==> src/rtl/rsa_pkg.sv <==
// Shared definitions for the RSA register controller: register map,
// status/CTRL bit positions, FSM state encoding and the status packer.
package rsa_pkg;

  // Register addresses
  localparam logic [2:0] ADDR_CTRL    = 3'd0;
  localparam logic [2:0] ADDR_PLAIN   = 3'd1;
  localparam logic [2:0] ADDR_EXP     = 3'd2;
  localparam logic [2:0] ADDR_MOD     = 3'd3;
  localparam logic [2:0] ADDR_CONST   = 3'd4;
  localparam logic [2:0] ADDR_RESULT  = 3'd5;
  localparam logic [2:0] ADDR_OPCOUNT = 3'd6;
  localparam logic [2:0] ADDR_SCRATCH = 3'd7;

  // Status byte bit positions (bits 7:5 always read zero)
  localparam int STAT_BUSY    = 0;
  localparam int STAT_DONE    = 1;
  localparam int STAT_ERR     = 2;
  localparam int STAT_IRQEN   = 3;
  localparam int STAT_TIMEOUT = 4;

  // CTRL write bit positions
  localparam int CTRL_START = 0;
  localparam int CTRL_IRQEN = 1;
  localparam int CTRL_CLR   = 2;

  // Engine handshake FSM
  typedef enum logic [1:0] {
    ST_IDLE   = 2'd0,
    ST_LAUNCH = 2'd1,
    ST_WAIT   = 2'd2
  } state_e;

  // Assemble the status byte from its individual flags
  function automatic logic [7:0] packStatus(input logic busy,
                                            input logic done,
                                            input logic err,
                                            input logic irqEn,
                                            input logic timeout);
    logic [7:0] s;
    s               = 8'h00;
    s[STAT_BUSY]    = busy;
    s[STAT_DONE]    = done;
    s[STAT_ERR]     = err;
    s[STAT_IRQEN]   = irqEn;
    s[STAT_TIMEOUT] = timeout;
    return s;
  endfunction

endpackage

==> src/rtl/rsa_watchdog.sv <==
// Engine watchdog: counts enabled cycles and flags expiry on the
// TIMEOUT_CYC-th consecutive enabled cycle. Only built with RSA_TIMEOUT_EN.
module rsa_watchdog #(
  parameter int TIMEOUT_CYC = 65535
) (
  input  logic clk,
  input  logic rst,
  input  logic enable_i,
  input  logic clear_i,
  output logic expired_o
);

  logic [31:0] count_q;
  logic [31:0] count_d;

  // Next count: clear has priority, otherwise advance while enabled
  always_comb begin
    count_d = count_q;
    if (clear_i) begin
      count_d = 32'd0;
    end else if (enable_i) begin
      count_d = count_q + 32'd1;
    end
  end

  // Counter register with synchronous reset
  always_ff @(posedge clk) begin
    if (rst) begin
      count_q <= 32'd0;
    end else begin
      count_q <= count_d;
    end
  end

  // count_q holds the number of enabled cycles already completed
  assign expired_o = enable_i && (count_q == 32'(TIMEOUT_CYC - 1));

endmodule

==> src/rtl/rsa_regctrl.sv <==
// RSA engine register controller: SPI-facing register file, launch /
// completion handshake with the engine, status byte and interrupt.
// Optional engine watchdog is enabled by defining RSA_TIMEOUT_EN.
module rsa_regctrl
  import rsa_pkg::*;
#(
  parameter int TIMEOUT_CYC = 65535
) (
  input  logic       clk,
  input  logic       rst,
  input  logic [2:0] reg_addr,
  input  logic [7:0] reg_data_o,
  input  logic       reg_data_o_vld,
  output logic [7:0] reg_data_i,
  output logic [7:0] status,
  output logic [7:0] eng_plain,
  output logic [7:0] eng_exp,
  output logic [7:0] eng_mod,
  output logic [7:0] eng_const,
  output logic       eng_start,
  input  logic       eng_done,
  input  logic [7:0] eng_result,
  output logic       irq
);

  state_e     state_q, state_d;
  logic [7:0] plain_q, plain_d;
  logic [7:0] exp_q, exp_d;
  logic [7:0] mod_q, mod_d;
  logic [7:0] const_q, const_d;
  logic [7:0] result_q, result_d;
  logic [7:0] opcount_q, opcount_d;
  logic [7:0] scratch_q, scratch_d;
  logic [7:0] engPlain_q, engPlain_d;
  logic [7:0] engExp_q, engExp_d;
  logic [7:0] engMod_q, engMod_d;
  logic [7:0] engConst_q, engConst_d;
  logic       irqEn_q, irqEn_d;
  logic       done_q, done_d;
  logic       err_q, err_d;
  logic       timeoutFlag;
  logic       busy;
  logic       startReq;

`ifdef RSA_TIMEOUT_EN
  logic timeout_q, timeout_d;
  logic wdExpired;

  rsa_watchdog #(
    .TIMEOUT_CYC(TIMEOUT_CYC)
  ) u_watchdog (
    .clk      (clk),
    .rst      (rst),
    .enable_i (state_q == ST_WAIT),
    .clear_i  (state_q != ST_WAIT),
    .expired_o(wdExpired)
  );

  assign timeoutFlag = timeout_q;
`else
  assign timeoutFlag = 1'b0;
`endif

  assign busy     = (state_q != ST_IDLE);
  assign startReq = reg_data_o_vld && (reg_addr == ADDR_CTRL) && reg_data_o[CTRL_START];

  // Next-state: register writes first (CLR), then FSM events, so a
  // completion or a fresh error in the same cycle overrides CLR
  always_comb begin
    state_d    = state_q;
    plain_d    = plain_q;
    exp_d      = exp_q;
    mod_d      = mod_q;
    const_d    = const_q;
    result_d   = result_q;
    opcount_d  = opcount_q;
    scratch_d  = scratch_q;
    engPlain_d = engPlain_q;
    engExp_d   = engExp_q;
    engMod_d   = engMod_q;
    engConst_d = engConst_q;
    irqEn_d    = irqEn_q;
    done_d     = done_q;
    err_d      = err_q;
`ifdef RSA_TIMEOUT_EN
    timeout_d  = timeout_q;
`endif

    if (reg_data_o_vld) begin
      unique case (reg_addr)
        ADDR_CTRL: begin
          irqEn_d = reg_data_o[CTRL_IRQEN];
          if (reg_data_o[CTRL_CLR]) begin
            done_d = 1'b0;
            err_d  = 1'b0;
`ifdef RSA_TIMEOUT_EN
            timeout_d = 1'b0;
`endif
          end
        end
        ADDR_PLAIN: begin
          if (busy) err_d = 1'b1;
          else      plain_d = reg_data_o;
        end
        ADDR_EXP: begin
          if (busy) err_d = 1'b1;
          else      exp_d = reg_data_o;
        end
        ADDR_MOD: begin
          if (busy) err_d = 1'b1;
          else      mod_d = reg_data_o;
        end
        ADDR_CONST: begin
          if (busy) err_d = 1'b1;
          else      const_d = reg_data_o;
        end
        ADDR_SCRATCH: begin
          scratch_d = reg_data_o;
        end
        default: begin
          // RESULT and OPCOUNT are read-only; writes are silently dropped
        end
      endcase
    end

    unique case (state_q)
      ST_IDLE: begin
        if (startReq) begin
          state_d    = ST_LAUNCH;
          engPlain_d = plain_q;
          engExp_d   = exp_q;
          engMod_d   = mod_q;
          engConst_d = const_q;
          done_d     = 1'b0;
        end
      end
      ST_LAUNCH: begin
        state_d = ST_WAIT;
        if (startReq) err_d = 1'b1;
      end
      ST_WAIT: begin
        if (startReq) err_d = 1'b1;
        if (eng_done) begin
          state_d   = ST_IDLE;
          result_d  = eng_result;
          done_d    = 1'b1;
          opcount_d = opcount_q + 8'd1;
        end
`ifdef RSA_TIMEOUT_EN
        else if (wdExpired) begin
          state_d   = ST_IDLE;
          timeout_d = 1'b1;
          done_d    = 1'b0;
        end
`endif
      end
      default: begin
        state_d = ST_IDLE;
      end
    endcase
  end

  // State and register file update with synchronous reset
  always_ff @(posedge clk) begin
    if (rst) begin
      state_q    <= ST_IDLE;
      plain_q    <= 8'h00;
      exp_q      <= 8'h00;
      mod_q      <= 8'h00;
      const_q    <= 8'h00;
      result_q   <= 8'h00;
      opcount_q  <= 8'h00;
      scratch_q  <= 8'h00;
      engPlain_q <= 8'h00;
      engExp_q   <= 8'h00;
      engMod_q   <= 8'h00;
      engConst_q <= 8'h00;
      irqEn_q    <= 1'b0;
      done_q     <= 1'b0;
      err_q      <= 1'b0;
`ifdef RSA_TIMEOUT_EN
      timeout_q  <= 1'b0;
`endif
    end else begin
      state_q    <= state_d;
      plain_q    <= plain_d;
      exp_q      <= exp_d;
      mod_q      <= mod_d;
      const_q    <= const_d;
      result_q   <= result_d;
      opcount_q  <= opcount_d;
      scratch_q  <= scratch_d;
      engPlain_q <= engPlain_d;
      engExp_q   <= engExp_d;
      engMod_q   <= engMod_d;
      engConst_q <= engConst_d;
      irqEn_q    <= irqEn_d;
      done_q     <= done_d;
      err_q      <= err_d;
`ifdef RSA_TIMEOUT_EN
      timeout_q  <= timeout_d;
`endif
    end
  end

  assign status    = packStatus(busy, done_q, err_q, irqEn_q, timeoutFlag);
  assign eng_start = (state_q == ST_LAUNCH);
  assign eng_plain = engPlain_q;
  assign eng_exp   = engExp_q;
  assign eng_mod   = engMod_q;
  assign eng_const = engConst_q;
  assign irq       = done_q & irqEn_q;

  // Combinational read-back mux for the SPI front-end
  always_comb begin
    reg_data_i = 8'h00;
    unique case (reg_addr)
      ADDR_CTRL:    reg_data_i = status;
      ADDR_PLAIN:   reg_data_i = plain_q;
      ADDR_EXP:     reg_data_i = exp_q;
      ADDR_MOD:     reg_data_i = mod_q;
      ADDR_CONST:   reg_data_i = const_q;
      ADDR_RESULT:  reg_data_i = result_q;
      ADDR_OPCOUNT: reg_data_i = opcount_q;
      ADDR_SCRATCH: reg_data_i = scratch_q;
      default:      reg_data_i = 8'h00;
    endcase
  end

endmodule

==> config.mk <==
export PLATFORM = sky130hd
export DESIGN_NAME = rsa_regctrl
export DESIGN_NICKNAME = d
export VERILOG_FILES = /design/src/rtl/rsa_pkg.sv /design/src/rtl/rsa_watchdog.sv /design/src/rtl/rsa_regctrl.sv
export SDC_FILE = /design/constraint.sdc
export NUM_CORES = 1
export LEC_CHECK = 0
export BUFFER_PORTS_ARGS = -buffer_cell sky130_fd_sc_hd__buf_2
export CAP_MARGIN = 25
export CORE_MARGIN = 2
export CORE_UTILIZATION = 59
export DETAILED_ROUTE_END_ITERATION = 16
export PLACE_DENSITY = 0.82
export REMOVE_ABC_BUFFERS = 1
export SKIP_CTS_REPAIR_TIMING = 1
export SYNTH_ARGS = -nofsm -noshare
export SYNTH_HDL_FRONTEND = slang
export SYNTH_HIERARCHICAL = 1
export SYNTH_SLANG_ARGS = --single-unit
==> constraint.sdc <==
create_clock -name clk -period 4.3 [get_ports clk]
set_clock_uncertainty 0.2 [all_clocks]
set_input_delay 0.43 -clock clk [delete_from_list [all_inputs] [get_ports clk]]
set_output_delay 0.43 -clock clk [all_outputs]
set_load 0.01 [all_outputs]
==> run_results.csv, run 1 <==
group,metric,value,unit
worst_setup_path,cp-start-kind,"input pin",
clock_network,clkSlewWorstSetupHoldPaths,80,ps
power_and_ir_drop,power.share.switching,24.7,%
clock_network,cts_tree,"built",
timing,maxSlewViolCount,0,
timing,tns,0,ps
synth,syn_area,0.00435,mm²
worst_setup_path,crit_type,"in2out",
timing,hold_viol,0,
timing,period_needed,2920,ps
synth,synth_edf_count,0,
timing,setup_viol,0,
synth,ys_seq_area_share,42.8,%
placed_design,gp_congestion,0.931,
synth,syn_avg_cell_area,8.14,µm²
clock_network,cts_root_buffer,"clkbuf_8",
routing,wl_per_cell,16.8,µm
clock_network,cts_max_level,3,
timing,slew_headroom,32.3,%
final_layout,final_util,67.6,%
synth,netlist.area_leader.share,42.8,%
final_layout,multi_input_area,0.00217,mm²
worst_setup_path,crit_required,3670,ps
clock_network,cts_buffer_depth,2,
placed_design,dp_hpwl,7.54,mm
synth,synthArstFlopShare,0,%
power_and_ir_drop,clkPwrFrac,38.2,%
grt,globalRoute.totalOverflow,0,
routing,wirelength,11.3,mm
power_and_ir_drop,vdd_drop_max,0.181,mV
worst_setup_path,cp_max_fo,35,
synth,yosysMostFrequentCell,"dfxtp_1",
power_and_ir_drop,comb_power_share,9.6,%
timing,max_freq,0.343,GHz
worst_setup_path,setup.worst_path.end_class,"output pin",
flow_run,maxCapViolCount,0,
floorplan,rows,31,
routing,ant_nets,0,
hold_path,hp-start,"eng_result[5]",
placed_design,numPlacedInstances,651,
worst_setup_path,startpoint,"reg_addr[0]",
routing,num_vias,4120,
final_layout,regArea,0.00186,mm²
hold_path,hold_class,"in2reg",
synth,ys_types,52,
grt,grt_pass1_wl,18.5,mm
routing,first_iter_violations,411,
floorplan,dieArea,0.00807,mm²
synth,synth_top_cell_by_area,"dfxtp_1",
floorplan,die_w,89.8,µm
synth,ys_top_cells_by_count,"dfxtp_1 (93), a21oi_1 (90), nand3_1 (71)",
grt,grt_use_total,27.9,%
routing,remaining_drc_errors,0,
final_layout,antenna_cells,0,
floorplan,die_y,89.8,µm
timing,fin_crit_sh,67.8,%
power_and_ir_drop,p_switching,0.416,mW
routing,drt-pass1-iter-count,5,
floorplan,initial_core_util,60.6,%
worst_setup_path,worstPathArrival,2290,ps
grt,grt_pass1_vias,3748,
final_layout,syn_to_final_growth,11.5,%
timing,max_slew.worst_pin.slew,1010,ps
floorplan,core_region_area,0.00718,mm²
final_layout,fin_nets,592,
grt,antenna_found_initial,0,
synth,synth-main-ff-cell,"dfxtp_1",
timing,rsz0062_at_grt,"false",
grt,grt_start_max_net_pins,62,
routing,vias_per_cell,6.17,
clock_network,clock_sinks,93,
final_layout,fin_cells,668,
clock_network,cts-buffers-inserted,9,
placed_design,io_buffers,68,
worst_setup_path,r2r-start,"state_q[0]",
outcome,status,"finished, final reports clean",
power_and_ir_drop,seqPwrFrac,52.2,%
synth,synth_area_leaders,"dfxtp_1 (43%), a21oi_1 (10%), nand3_1 (8.2%), o21ai_0 (7.8%), nand2_1 (3.5%)",
floorplan,io_pins,73,
power_and_ir_drop,internal_power,1.27,mW
final_layout,fill_cells,618,
synth,ys_ff_latch,93,
synth,yosysWarnings,6,
power_and_ir_drop,p_per_area,347,mW/mm²
clock_network,clk_latency,360,ps
synth,synth_cells,534,
power_and_ir_drop,p_leak,1.77,nW
final_layout,layout-drive-gt1-share,18.1,%
## registers in the layout, summed over array words and instances (netlist names)
name,flops
eng_mod,8
eng_plain,8
err_q,1
plain_q,8
const_q,8
opcount_q,8
eng_exp,8
result_q,8
state_q,2
scratch_q,8
irqEn_q,1
mod_q,8
exp_q,8
done_q,1
eng_const,8
## worst max-delay path, stage by stage
cell and delay (ps):
buf_2 570, nor2b_1 530, buf_4 300, a221o_1 180, a22o_1 130, buf_2 130
## stage by stage
step	power (mW)	hold slack (ps)	cell area (µm²)	setup WS, ps
5_1_grt	1.74	111	4850	1270
3_3_place_gp	1.05	240	4570	1500
4_1_cts	1.68	93.2	4830	1440
3_5_place_dp	1.05	249	4600	1440
2_1_floorplan	0.969	227	4080	2080
6_report	1.68	99.3	4850	1380
## layout by cell type (no fill, tap or decap), drive strengths merged, types with 4 or more instances in the layout
cell / count
or3: 5
nand3: 71
inv: 11
a221oi: 7
buf: 74
nand2b: 9
dfxtp: 93
conb: 4
nand4: 4
mux2i: 10
ha: 5
mux2: 6
nand2: 40
o21ai: 72
nor2: 6
a21oi: 90
nor2b: 9
clkbuf: 14
## power by group through the flow
stage / Combinational (mW) / Clock, mW / Sequential (mW)
floorplan: 0.0737 / 0 / 0.895
global placement: 0.148 / 0 / 0.897
detailed placement: 0.155 / 0 / 0.897
CTS: 0.156 / 0.646 / 0.877
global route: 0.174 / 0.688 / 0.879
finish: 0.162 / 0.643 / 0.877
## final timing paths
path                            cells past startpoint             to  slack (ps)
worst max-delay path                                6  reg_data_i[7]        1380
worst min-delay path                                3    result_q[5]         100
worst max register to register                      5     eng_exp[1]        1760
worst min register to register                      2   scratch_q[6]         260
## area by class of cell
class	count	share of cell area, %
Sequential cell	93	38.4
Inverter	11	0.852
Tap cell	99	2.56
Clock inverter	2	0.774
Timing Repair Buffer	74	8.62
Multi-Input combinational cell	375	44.8
Clock buffer	14	3.98
## metal layers
metal	routed length, µm	share of wire, %	GRT usage [%]
met1	4760	42	37.3
met2	5280	47	45.1
met3	938	8.3	4.19
met4	275	2.4	12.3
met5	0	0	0
## kinds of logic (layout without fill, tap and decap cells)
family / Yosys count / after routing / share of synthesized area [%]
and+or+nand+nor: 158 / 158 / 18.7
buffers and inverters: 69 / 101 / 7.43
DFF: 93 / 93 / 42.8
AOI/OAI and AO/OA: 188 / 188 / 24.2
other: 1 / 4 / 0.0863
xor gates and xnor gates: 2 / 2 / 0.403
muxes: 18 / 18 / 4.89
adders and majority gates: 5 / 5 / 1.44
No activity file was read; power rests on OpenSTA's default activity.
==> run 2, diff against run 1 <==
ABC_AREA = 1   (was unset)
CORE_UTILIZATION = 50   (was 59)
PLACE_DENSITY = 0.75   (was 0.82)
clock period = 2.6 ns   (was 4.3 ns; I/O delays follow)
==> run_results.csv, run 2 <==
group,metric,value,unit
outcome,status,"finished with violations",
outcome,violations,"negative hold slack",
placed_design,dpl_worst_slack,478,ps
synth,synth_area_leaders,"dfxtp_1 (46%), nor2_1 (14%), o21ai_0 (10%), nand2_1 (7.1%), a21oi_1 (4.6%)",
placed_design,dp_hpwl,7.18,mm
placed_design,place_area,0.00437,mm²
final_layout,regArea,0.00186,mm²
clock_network,cts_tree,"built",
placed_design,numPlacedInstances,719,
synth,syn_avg_cell_area,7.05,µm²
routing,drt-pass1-iter-count,5,
final_layout,syn_to_final_growth,15.3,%
power_and_ir_drop,comb_power_share,16.5,%
power_and_ir_drop,internal_power,2.17,mW
placed_design,io_buffers,68,
synth,ys_ff_latch,93,
routing,wl_per_cell,13.3,µm
timing,worst_hold_slack,-32.1,ps
floorplan,die_w,93.7,µm
synth,synth_edf_count,0,
grt,grt_pass1_vias,3417,
routing,wirelength,9.87,mm
final_layout,final_util,59.7,%
routing,vias_per_cell,5.13,
worst_setup_path,r2r-start,"state_q[0]",
timing,hold_viol,2,
worst_setup_path,crit_required,2140,ps
grt,globalRoute.totalOverflow,0,
synth,ys_seq_area_share,46.3,%
synth,netlist.area_leader.share,46.3,%
clock_network,cts-buffers-inserted,9,
placed_design,gp_congestion,0.922,
worst_setup_path,rr_endpoint,"const_q[3]",
timing,maxSlewViolCount,0,
synth,synth_cells,570,
synth,synth_top_cell_by_area,"dfxtp_1",
clock_network,clock_sinks,93,
timing,period_needed,2160,ps
synth,synth-simple-area-share,28.3,%
routing,remaining_drc_errors,0,
worst_setup_path,cp_max_fo,7,
floorplan,dieArea,0.00877,mm²
synth,synthArstFlopShare,0,%
final_layout,fin_area,0.00464,mm²
final_layout,fin_nets,662,
power_and_ir_drop,vdd_drop_max,0.398,mV
final_layout,multi_input_area,0.00183,mm²
final_layout,fill_cells,744,
power_and_ir_drop,power,3.07,mW
synth,yosysMostFrequentCell,"nor2_1",
floorplan,core_region_area,0.00777,mm²
final_layout,final_common_cell,"nor2_1",
synth,yosysWarnings,6,
worst_setup_path,rrSetupSlack,520,ps
power_and_ir_drop,seqPwrFrac,51.6,%
worst_setup_path,crit_slowest_cell,"nor3b_1",
floorplan,io_pins,73,
routing,first_iter_violations,201,
clock_network,cts_buffer_depth,2,
power_and_ir_drop,p_leak,2.07,nW
worst_setup_path,crit_type,"in2out",
final_layout,fin_cells,741,
clock_network,clk_latency,360,ps
timing,max_freq,0.462,GHz
timing,fin_ws,435,ps
hold_path,hold_depth,3,
worst_setup_path,cp_slowest_stage_delay,370,ps
hold_path,min_to,"result_q[1]",
power_and_ir_drop,p_per_area,663,mW/mm²
routing,ant_nets,0,
worst_setup_path,worstPathCellList,"buf_2 -> inv_2 -> nand3_1 -> inv_1 -> nand2_1 -> nor3b_1 -> nand3_1 -> buf_2",
final_layout,layout-drive-gt1-share,15.6,%
synth,ys_top_cells_by_count,"nor2_1 (150), dfxtp_1 (93), o21ai_0 (81)",
clock_network,cts_root_buffer,"clkbuf_8",
synth,synth_mux_area_share,0,%
grt,grt_use_total,23.1,%
synth,synth_top_family_by_area,"simple AND/OR/NAND/NOR gates",
clock_network,cts_max_level,3,
floorplan,die_y,93.7,µm
power_and_ir_drop,p_switching,0.900,mW
timing,rsz0062_at_grt,"false",
timing,fin_crit_sh,83.3,%
synth,synth-main-ff-cell,"dfxtp_1",
synth,ys_types,26,
grt,grt_start_max_net_pins,59,
worst_setup_path,reg2regPathDepth,7,
power_and_ir_drop,power.share.switching,29.3,%
worst_setup_path,setup.worst_path.end_class,"output pin",
floorplan,rows,32,
timing,tns,0,ps
worst_setup_path,worstPathArrival,1700,ps
floorplan,initial_core_util,51.7,%
grt,grt_pass1_wl,16.1,mm
timing,setup_viol,0,
grt,antenna_found_initial,0,
hold_path,hp-start,"eng_result[1]",
synth,synthAdderAreaFrac,1.56,%
final_layout,antenna_cells,0,
synth,synth-xor-area-share,0,%
power_and_ir_drop,clkPwrFrac,31.9,%
synth,syn_area,0.00402,mm²
final_layout,final_cell_mix,"nor2_1 (150), dfxtp_1 (93), o21ai_0 (81)",
synth,synth_compound_area_share,15.2,%
worst_setup_path,cp-start-kind,"input pin",
timing,max_slew.worst_pin.slew,643,ps
routing,num_vias,3803,
flow_run,maxCapViolCount,0,
clock_network,clkSlewWorstSetupHoldPaths,80,ps
hold_path,hold_class,"in2reg",
timing,slew_headroom,57.1,%
-- run 2: layer usage --
layer  part of all wire, %  up-vias  track usage (%)  wire length [µm]
met4                   1.7        0             8.45               170
met1                    45     1733             30.8              4450
met3                   5.2       15             3.69               511
met5                     0        -                0                 0
li1                      -     1938                -                 -
met2                    48      117             38.0              4740
-- run 2: cells by family (layout without fill, tap and decap cells) --
logic type,after synthesis,count (layout)
compound gates,121,121
flops,93,93
simple gates,274,274
buf+inv,76,142
fa+ha+maj,5,5
other cells,1,4
-- run 2: final cells by class --
type                       count  area share, %
sequential                    93           40.2
multi-input combinational    404           39.4
timing repair buffer          77           9.39
inverter                      49           3.97
clock buffer                  11           3.05
tap                          102           2.75
clock inverter                 5           1.30
-- run 2: critical path, delay by kind of cell --
family	cells	cell delay [ps]
buffers and inverters	4	590
AND/OR/NAND/NOR	4	840
-- run 2: worst max path at each step --
stage                      from  cells after the start             to  slack, ps
finish              reg_addr[2]                      8  reg_data_i[1]        440
global route         state_q[1]                      6   eng_const[3]        280
CTS                  state_q[0]                      6  reg_data_i[0]        460
floorplan            state_q[0]                      9   opcount_q[6]        790
detailed placement   state_q[0]                      6   eng_const[2]        480
global placement    reg_addr[1]                      9  reg_data_i[0]        510
-- run 2: power by group through the flow --
stage	combinational (mW)	sequential [mW]	clock, mW
2_1_floorplan	0.313	1.61	0
3_3_place_gp	0.483	1.61	0
3_5_place_dp	0.497	1.62	0
4_1_cts	0.500	1.58	0.997
5_1_grt	0.574	1.60	1.06
6_report	0.508	1.59	0.979
==> run 3, diff against run 2 <==
ABC_AREA = 0   (was 1)
CORE_UTILIZATION = 56   (was 50)
PLACE_DENSITY = 0.78   (was 0.75)
clock period = 2.1 ns   (was 2.6 ns; I/O delays follow)
==> run_results.csv, run 3 (synthesis gave the netlist of run 1 again) <==
group,metric,value,unit
floorplan,dieArea,0.00848,mm²
flow_run,maxCapViolCount,0,
timing,maxSlewViolCount,0,
final_layout,regArea,0.00186,mm²
clock_network,clk_latency,370,ps
timing,setup_viol,0,
worst_setup_path,crit_slowest_cell,"dfxtp_2",
clock_network,cts_root_buffer,"clkbuf_8",
clock_network,clkSlewWorstSetupHoldPaths,100,ps
final_layout,multi_input_area,0.00218,mm²
worst_setup_path,crit_type,"reg2out",
timing,max_freq,0.496,GHz
floorplan,die_w,92.1,µm
clock_network,cts-buffers-inserted,9,
routing,num_vias,4174,
final_layout,syn_to_final_growth,18.3,%
placed_design,dpl_worst_slack,161,ps
grt,antenna_found_initial,0,
timing,fin_ws,85.7,ps
placed_design,io_buffers,68,
worst_setup_path,crit_required,1690,ps
grt,grt_pass1_vias,3768,
routing,wirelength,11.9,mm
floorplan,rows,32,
routing,remaining_drc_errors,0,
placed_design,numPlacedInstances,673,
grt,grt_use_total,28.3,%
power_and_ir_drop,p_per_area,658,mW/mm²
grt,globalRoute.totalOverflow,0,
timing,rsz0062_at_grt,"false",
floorplan,initial_core_util,57.1,%
final_layout,antenna_cells,0,
grt,grt_pass1_wl,19.0,mm
floorplan,core_region_area,0.00761,mm²
worst_setup_path,path_buf_inv,4,
worst_setup_path,worstPathArrival,1600,ps
timing,max_slew.worst_pin.slew,588,ps
routing,first_iter_violations,339,
worst_setup_path,crit_path_frequent_cell,"inv_2",
routing,ant_nets,0,
timing,fin_crit_sh,95.9,%
worst_setup_path,setup.worst_path.end_class,"output pin",
power_and_ir_drop,p_leak,1.90,nW
placed_design,gp_congestion,0.909,
timing,period_needed,2010,ps
routing,vias_per_cell,5.93,
clock_network,cts_buffer_depth,2,
worst_setup_path,worstPathCellList,"inv_2 -> ha_4 -> buf_4 -> inv_2 -> nor2_1 -> a31oi_1 -> buf_2",
placed_design,dp_hpwl,8.26,mm
clock_network,cts_tree,"built",
power_and_ir_drop,vdd_drop_max,0.361,mV
final_layout,fin_nets,625,
hold_path,hold_class,"in2reg",
timing,slew_headroom,60.8,%
grt,grt_start_max_net_pins,46,
final_layout,layout-drive-gt1-share,20.8,%
routing,drt-pass1-iter-count,5,
worst_setup_path,cp_top_family,"buffers and inverters",
final_layout,fill_cells,660,
worst_setup_path,cp_slowest_stage_delay,360,ps
worst_setup_path,cp_max_fo,5,
final_layout,final_cell_mix,"dfxtp_1 (91), a21oi_1 (90), nand3_1 (71)",
clock_network,cts_max_level,3,
clock_network,clock_sinks,93,
final_layout,final_common_cell,"dfxtp_1",
floorplan,io_pins,73,
timing,hold_viol,0,
routing,wl_per_cell,16.9,µm
outcome,status,"finished, final reports clean",
floorplan,die_y,92.1,µm
final_layout,fin_cells,704,
worst_setup_path,cp-start-kind,"register",
## run 3: changes by cell type in the layout (fill, tap and decap cells not counted), sizes merged, moves of 10 or more
cell / before / now
a21oi: 37 / 90
nor2: 156 / 6
o21ai: 82 / 72
mux2i: 0 / 10
buf: 71 / 92
nand3: 28 / 71
nand2: 78 / 40
inv: 48 / 12
## run 3: worst reg2reg max path, delay by kind of cell (launching register included)
kind                     cells  cell delay (ps)
buffers and inverters        1               90
adder cells (fa/ha/maj)      1              300
AO/OA/AOI/OAI                1              140
AND/OR/NAND/NOR              2              670
flip-flops                   1              350
## run 3: worst paths after layout
path,from,end,cells past startpoint,slack (ps)
worst max-delay path,state_q[0],reg_data_i[0],7,90
worst min-delay path,reg_data_o_vld,err_q,3,3
worst max register to register,state_q[0],opcount_q[7],5,280
worst min register to register,scratch_q[0],scratch_q[0],2,260
## run 3: power by group
part	internal (mW)	switching, mW
Combinational	0.148	0.243
Sequential	1.78	0.0163
Clock	0.554	0.639
Total	2.48	0.899
## run 3: layer usage
metal  vias up  share of wire, %  global-route usage, %
met1      1954                44                   38.0
li1       2028                 -                      -
met4         0               1.5                   8.08
met2       173                48                   47.7
met3        19               6.6                   4.27
met5         -                 0                      0
## run 3: stage by stage
stage / total power [mW] / hold slack, ps / area [µm²] / setup TNS [ps] / utilization [%]
after global routing: 3.50 / 18.3 / 5140 / 0 / 67.6
after CTS: 3.36 / -137 / 4980 / -123 / 65.4
after detailed placement: 2.20 / 252 / 4790 / 0 / 62.9
after global placement: 2.19 / 241 / 4790 / 0 / 62.9
after floorplan: 1.98 / 79.1 / 4080 / 0 / -
final: 3.38 / 2.93 / 5140 / 0 / 67.6
## run 3: cell type report
cell class	instances	area share, %
Clock buffer	11	2.56
Inverter	11	0.803
Tap cell	102	2.48
Sequential cell	93	36.3
Multi-Input combinational cell	375	42.5
Timing Repair Buffer	107	14.3
Clock inverter	5	1.14
